`config.mk`:
```
export PLATFORM = sky130hd
export DESIGN_NAME = hood_mode_ctrl
export DESIGN_NICKNAME = d
export VERILOG_FILES = /design/src/rtl/hood_pkg.sv /design/src/rtl/hood_sec_timer.sv /design/src/rtl/hood_mode_ctrl.sv
export SDC_FILE = /design/constraint.sdc
export NUM_CORES = 1
export LEC_CHECK = 0
export ABC_AREA = 1
export BUFFER_PORTS_ARGS = -buffer_cell sky130_fd_sc_hd__buf_2
export CAP_MARGIN = 20
export CORE_MARGIN = 8
export CORE_UTILIZATION = 64
export CTS_CLUSTER_SIZE = 30
export DETAILED_ROUTE_END_ITERATION = 8
export GPL_TIMING_DRIVEN = 1
export PLACE_DENSITY = 0.95
export SYNTH_ARGS = -nofsm -noshare
export SYNTH_HDL_FRONTEND = slang
export SYNTH_SLANG_ARGS = --single-unit
```
`constraint.sdc`:
```
create_clock -name clk -period 4.4 [get_ports clk]
set_input_delay 0.66 -clock clk [delete_from_list [all_inputs] [get_ports clk]]
set_output_delay 0.66 -clock clk [all_outputs]
set_load 0.02 [all_outputs]
```
`src/rtl/hood_pkg.sv`:
```
// Shared types and constants for the kitchen-hood fan-mode controller.
// Covers the FSM state encoding, mode codes, default durations and width helpers.
package hood_pkg;

    typedef enum logic [2:0] {
        ST_STANDBY    = 3'd0,
        ST_MENU       = 3'd1,
        ST_LEVEL      = 3'd2,
        ST_TURBO      = 3'd3,
        ST_TURBO_EXIT = 3'd4,
        ST_CLEAN      = 3'd5
    } hood_state_e;

    localparam int STANDBY_CODE  = 0;

    localparam int DEF_TICK_DIV  = 100_000_000;
    localparam int DEF_TURBO_SEC = 60;
    localparam int DEF_EXIT_SEC  = 60;
    localparam int DEF_CLEAN_SEC = 180;

    // Self-clean sits just above the top (turbo) speed.
    function automatic int clean_code(input int num_levels);
        return num_levels + 1;
    endfunction

    function automatic int mode_width(input int num_levels);
        return $clog2(num_levels + 2);
    endfunction

endpackage

```
`src/rtl/hood_sec_timer.sv`:
```
// Seconds countdown: a prescaler dividing clk to a one-second tick and a down-counter.
// The prescaler only runs while a count is pending and restarts on every load.
module hood_sec_timer #(
    parameter int TICK_DIV = 100_000_000,
    parameter int SW       = 16
) (
    input  logic          clk,
    input  logic          rst,
    input  logic          load,
    input  logic [SW-1:0] load_val,
    input  logic          clear,
    output logic          tick,
    output logic          expire,
    output logic [SW-1:0] remain
);

    localparam int PW = (TICK_DIV > 1) ? $clog2(TICK_DIV) : 1;

    logic [PW-1:0] r_pre;
    logic [SW-1:0] r_remain;
    logic          w_running;

    assign w_running = (r_remain != '0);
    assign tick      = w_running && (r_pre == PW'(TICK_DIV - 1));
    assign expire    = tick && (r_remain == SW'(1));
    assign remain    = r_remain;

    always_ff @(posedge clk) begin
        if (!rst) begin
            r_pre    <= '0;
            r_remain <= '0;
        end else if (clear) begin
            r_pre    <= '0;
            r_remain <= '0;
        end else if (load) begin
            r_pre    <= '0;
            r_remain <= load_val;
        end else if (tick) begin
            r_pre    <= '0;
            r_remain <= r_remain - SW'(1);
        end else if (w_running) begin
            r_pre    <= r_pre + PW'(1);
        end
    end

endmodule

```
`src/rtl/hood_mode_ctrl.sv`:
```
// Kitchen-hood fan-mode FSM: standby / menu / speeds / timed turbo / self-clean.
// Outputs decode from registered state; timed states share one seconds timer.
module hood_mode_ctrl
    import hood_pkg::*;
#(
    parameter int NUM_LEVELS = 3,
    parameter int TICK_DIV   = DEF_TICK_DIV,
    parameter int TURBO_SEC  = DEF_TURBO_SEC,
    parameter int EXIT_SEC   = DEF_EXIT_SEC,
    parameter int CLEAN_SEC  = DEF_CLEAN_SEC,
    parameter int SW         = 16,
    localparam int MW        = mode_width(NUM_LEVELS)
) (
    input  logic                  clk,
    input  logic                  rst,
    input  logic                  power_on,
    input  logic                  menu_pulse,
    input  logic [NUM_LEVELS-1:0] level_pulse,
    input  logic                  clean_pulse,
    output logic [MW-1:0]         mode_state,
    output logic [NUM_LEVELS-1:0] level_led,
    output logic                  menu_led,
    output logic                  clean_led,
    output logic [SW-1:0]         remain_sec,
    output logic                  turbo_used,
    output logic                  done_pulse
);

    if (NUM_LEVELS < 2) begin : g_bad_levels
        $error("hood_mode_ctrl: NUM_LEVELS must be at least 2");
    end
    if (TURBO_SEC < 1 || EXIT_SEC < 1 || CLEAN_SEC < 1 ||
        (TURBO_SEC >> SW) != 0 || (EXIT_SEC >> SW) != 0 || (CLEAN_SEC >> SW) != 0) begin : g_bad_dur
        $error("hood_mode_ctrl: durations must be 1..2**SW-1");
    end

    hood_state_e   r_state, w_next_state;
    logic [MW-1:0] r_level, w_next_level;
    logic          r_turbo_used, r_done;
    logic          w_load, w_set_turbo, w_clear;
    logic [SW-1:0] w_load_val, w_remain;
    logic          w_tick, w_expire, w_timeout;
    logic [MW-1:0] w_lvl_num;
    logic          w_lvl_low;

    assign w_clear   = !power_on;
    assign w_timeout = w_tick && w_expire;

    hood_sec_timer #(.TICK_DIV(TICK_DIV), .SW(SW)) u_timer (
        .clk      (clk),
        .rst      (rst),
        .load     (w_load),
        .load_val (w_load_val),
        .clear    (w_clear),
        .tick     (w_tick),
        .expire   (w_expire),
        .remain   (w_remain)
    );

    // Lowest pressed bit wins; w_lvl_low means it is an ordinary (non-turbo) speed.
    always_comb begin
        w_lvl_num = '0;
        for (int i = NUM_LEVELS - 1; i >= 0; i--) begin
            if (level_pulse[i]) w_lvl_num = MW'(i + 1);
        end
        w_lvl_low = (|level_pulse) && (w_lvl_num != MW'(NUM_LEVELS));
    end

    always_ff @(posedge clk) begin
        if (!rst) begin
            r_state <= ST_STANDBY;
            r_level <= '0;
        end else begin
            r_state <= w_next_state;
            r_level <= w_next_level;
        end
    end

    always_ff @(posedge clk) begin
        if (!rst) begin
            r_turbo_used <= 1'b0;
            r_done       <= 1'b0;
        end else begin
            r_done <= power_on && (r_state == ST_CLEAN) && w_timeout;
            if (!power_on)       r_turbo_used <= 1'b0;
            else if (w_set_turbo) r_turbo_used <= 1'b1;
        end
    end

    always_comb begin
        w_next_state = r_state;
        w_next_level = r_level;
        w_load       = 1'b0;
        w_load_val   = '0;
        w_set_turbo  = 1'b0;
        if (!power_on) begin
            w_next_state = ST_STANDBY;
            w_next_level = '0;
        end else begin
            case (r_state)
                ST_STANDBY: begin
                    if (menu_pulse) w_next_state = ST_MENU;
                end
                ST_MENU: begin
                    if (menu_pulse) begin
                        w_next_state = ST_STANDBY;
                    end else if (clean_pulse) begin
                        w_next_state = ST_CLEAN;
                        w_load       = 1'b1;
                        w_load_val   = SW'(CLEAN_SEC);
                    end else if (w_lvl_low) begin
                        w_next_state = ST_LEVEL;
                        w_next_level = w_lvl_num;
                    end else if (level_pulse[NUM_LEVELS-1] && !r_turbo_used) begin
                        w_next_state = ST_TURBO;
                        w_load       = 1'b1;
                        w_load_val   = SW'(TURBO_SEC);
                        w_set_turbo  = 1'b1;
                    end
                end
                ST_LEVEL: begin
                    if (menu_pulse) begin
                        w_next_state = ST_STANDBY;
                        w_next_level = '0;
                    end else if (w_lvl_low) begin
                        w_next_level = w_lvl_num;
                    end
                end
                ST_TURBO: begin
                    if (menu_pulse) begin
                        w_next_state = ST_TURBO_EXIT;
                        w_load       = 1'b1;
                        w_load_val   = SW'(EXIT_SEC);
                    end else if (w_timeout) begin
                        w_next_state = ST_LEVEL;
                        w_next_level = MW'(NUM_LEVELS - 1);
                    end
                end
                ST_TURBO_EXIT, ST_CLEAN: begin
                    if (w_timeout) w_next_state = ST_STANDBY;
                end
                default: w_next_state = ST_STANDBY;
            endcase
        end
    end

    always_comb begin
        mode_state = MW'(STANDBY_CODE);
        level_led  = '0;
        menu_led   = 1'b0;
        clean_led  = 1'b0;
        case (r_state)
            ST_MENU: menu_led = 1'b1;
            ST_LEVEL: begin
                mode_state = r_level;
                level_led  = NUM_LEVELS'(1) << (r_level - MW'(1));
            end
            ST_TURBO, ST_TURBO_EXIT: begin
                mode_state                = MW'(NUM_LEVELS);
                level_led[NUM_LEVELS-1]   = 1'b1;
            end
            ST_CLEAN: begin
                mode_state = MW'(clean_code(NUM_LEVELS));
                clean_led  = 1'b1;
            end
            default: ;
        endcase
    end

    assign remain_sec = w_remain;
    assign turbo_used = r_turbo_used;
    assign done_pulse = r_done;

endmodule

```
==> impl_metrics.toml <==
[synth]
synthCells = 509
yosysSeqAreaShare_pct = 30.3
synth_nets = 523
synth_flop_cell = "dfxtp_1"
ys_seq_elements = 51
yosys_warnings = 0
async_flop_share_pct = 0
synth_top_area_share_pct = 30.3
synth_area_um2 = 3370
synth_enable_flop_cells = 0
synth_area_leaders = "dfxtp_1 (30%), nand2_1 (13%), nor2_1 (8.5%), inv_1 (6.7%), nor3_1 (4.6%)"
ys_types = 36
synth_area_leader_cell = "dfxtp_1"
synth.avg_cell_area_um2 = 6.62

[cells_and_area]
fillers = 438
regArea_um2 = 1020
fin_nets = 553
mostFrequentLayoutCells = "nand2_1 (116), nor2_1 (76), inv_1 (60), dfxtp_1 (51), buf_2 (33)"
area_growth_pct = 8.87
diodes = 0
multi_input_area_um2 = 2010
layout-drive-gt1-share_pct = 17.6
layout_commonest_cell = "nand2_1"
finalInstanceArea_um2 = 3670

[global_routing]
grt_max_degree = 25
grt_pass1_wl_um = 13900
antenna_found_initial = 0
grt_pass1_vias = 3270
grt-ovfl-total = 0
grt_usage_pct = 21.8

[job]
drv_cap = 0

[setup_path]
regToRegSetupSlack_ps = 2090
worstPathRequired_ps = 4590
worst_ep_arrival_time_ps = 2510
worst-path-max-fanout = 24
worstSetupPathType = "in2reg"
endpoint_kind = "flip-flop"
cp-start-kind = "primary input"

[placed_design]
pre_cts_ws_ps = 1790
dp_hpwl_um = 6010
io_buffers = 33
placedInstanceArea_um2 = 3550
place.gp.congestion = 0.947

[floorplan]
die_x_um = 88.6
coreArea_um2 = 5110
die_area_um2 = 7840
num_io_pins = 34
initial_core_util_pct = 66.0
fp.dieH_um = 88.6
num_rows = 26

[power_and_ir_drop]
pwr_density_cell_nw_per_um2 = 246
p_leak_nw = 1.51
peakVddDrop_v = 0.000150

[detailed_routing]
drt_iter0_drc = 246
drt-total-wl_um = 8030
wl_per_cell_um = 13.2
ant_nets = 0
dr.pass1.iters = 5
vias_per_cell = 5.47
vias = 3335
drc = 0

[timing]
timing.hold.ws_ps = 495
grt_setup_unrepaired = "false"
period_share_pct = 52.9
hold_viol_final = 0
setup_violations = 0
tns_ps = 0
slew_headroom_pct = 61.6
drv_slew = 0
fin_ws_ps = 2070
tightest_slew_ps = 575
clock.fmax_mhz = 429
fin_crit_ps = 2330
clock_skew_ps = 3.80

[clock_tree]
cts_buffers = 5
root_buffer = "clkbuf_8"
cts.hold.buffers_added = 0
insertion_delay_ps = 300
htreeDepth = 2
cts_buffer_depth = 2
clkSinkCount = 51
cts_resized = 0
cts_tree = "yes"
clk_transition_reported_paths_ps = 90
cts_setup_buffers = 0

[run_status]
status = "finished clean"

[worst_hold_path]
min_path_type = "reg2reg"
==> final timing paths <==
| kind | cells after the start | start | endpoint |
|---|---|---|---|
| setup / recovery | 11 | level_pulse[1] | u_timer.r_pre[2] |
| setup reg to reg | 10 | r_state[1] | u_timer.r_pre[2] |
| hold / removal | 2 | u_timer.r_pre[26] | u_timer.r_pre[26] |
| hold reg to reg | 2 | u_timer.r_pre[26] | u_timer.r_pre[26] |
==> power breakdown <==
group / internal (mW) / switching (mW) / leakage (nW) / total, mW
registers: 0.465 / 0.00530 / 0.411 / 0.470
logic: 0.0277 / 0.0617 / 1.04 / 0.0894
clock network: 0.184 / 0.159 / 0.0612 / 0.344
==> critical path, cell delays in order <==
cell	delay [ps]
buf_2	100
nor2_1	220
nand2_1	80
nand2_1	70
a21oi_2	60
nor2_2	420
inv_2	150
nand2_4	210
inv_6	100
nand2_4	320
nor3_1	90
==> registers in the layout, indices dropped and copies added, names as in the netlist <==
register and count:
done_pulse 1, r_state 3, u_timer.r_pre 27, u_timer.remain 16
r_level 3, turbo_used 1
==> synth_stat cells, types with 4 or more instances <==
cell type / count
dfxtp_1: 51
nand2_4: 4
a21oi_2: 11
nor3_2: 12
o21ai_0: 8
xnor2_1: 10
nand2_1: 116
ha_1: 6
nand4_1: 7
nand2_2: 4
nor2_1: 76
a21oi_1: 30
buf_6: 4
nand3_1: 25
inv_1: 60
inv_2: 8
xor2_1: 11
nor3_1: 31
nor2_2: 8
==> through the flow <==
step                      std cells  total power, mW  utilization, %
after CTS                       610            0.909            71.8
after detailed placement        602            0.569            69.5
after floorplan                 509            0.551               -
final                           610            0.903            71.8
after global placement          602            0.566            69.5
after global routing            610            0.935            71.8
==> layout make-up <==
type	count	share of cell area [%]
multi-input cells	379	54.9
flip-flops and latches	51	27.8
inverters	69	7.20
repair buffers	33	4.50
well taps	70	2.39
clock buffers	6	2.25
clock inverters	2	0.955
==> routing by layer <==
layer,wire length [um],GRT usage (%),vias to the layer above,share of wire [%]
met5,0,0,-,0
met4,162,8.91,0,2.0
met3,558,4.92,24,6.9
met2,3980,39.6,125,50
met1,3330,23.7,1503,42
li1,-,-,1683,-
==> kinds of logic (layout without fill, tap and decap cells) <==
kind of cell,after synthesis,after routing,share of synthesized area (%)
AO/OA/AOI/OAI,57,57,10.3
AND/OR/NAND/NOR,295,295,41.8
flip-flops,51,51,30.3
buffers and inverters,79,110,9.95
XOR/XNOR,21,21,5.46
adder cells (fa/ha/maj),6,6,2.23
Power figures use the tool's default switching activity.
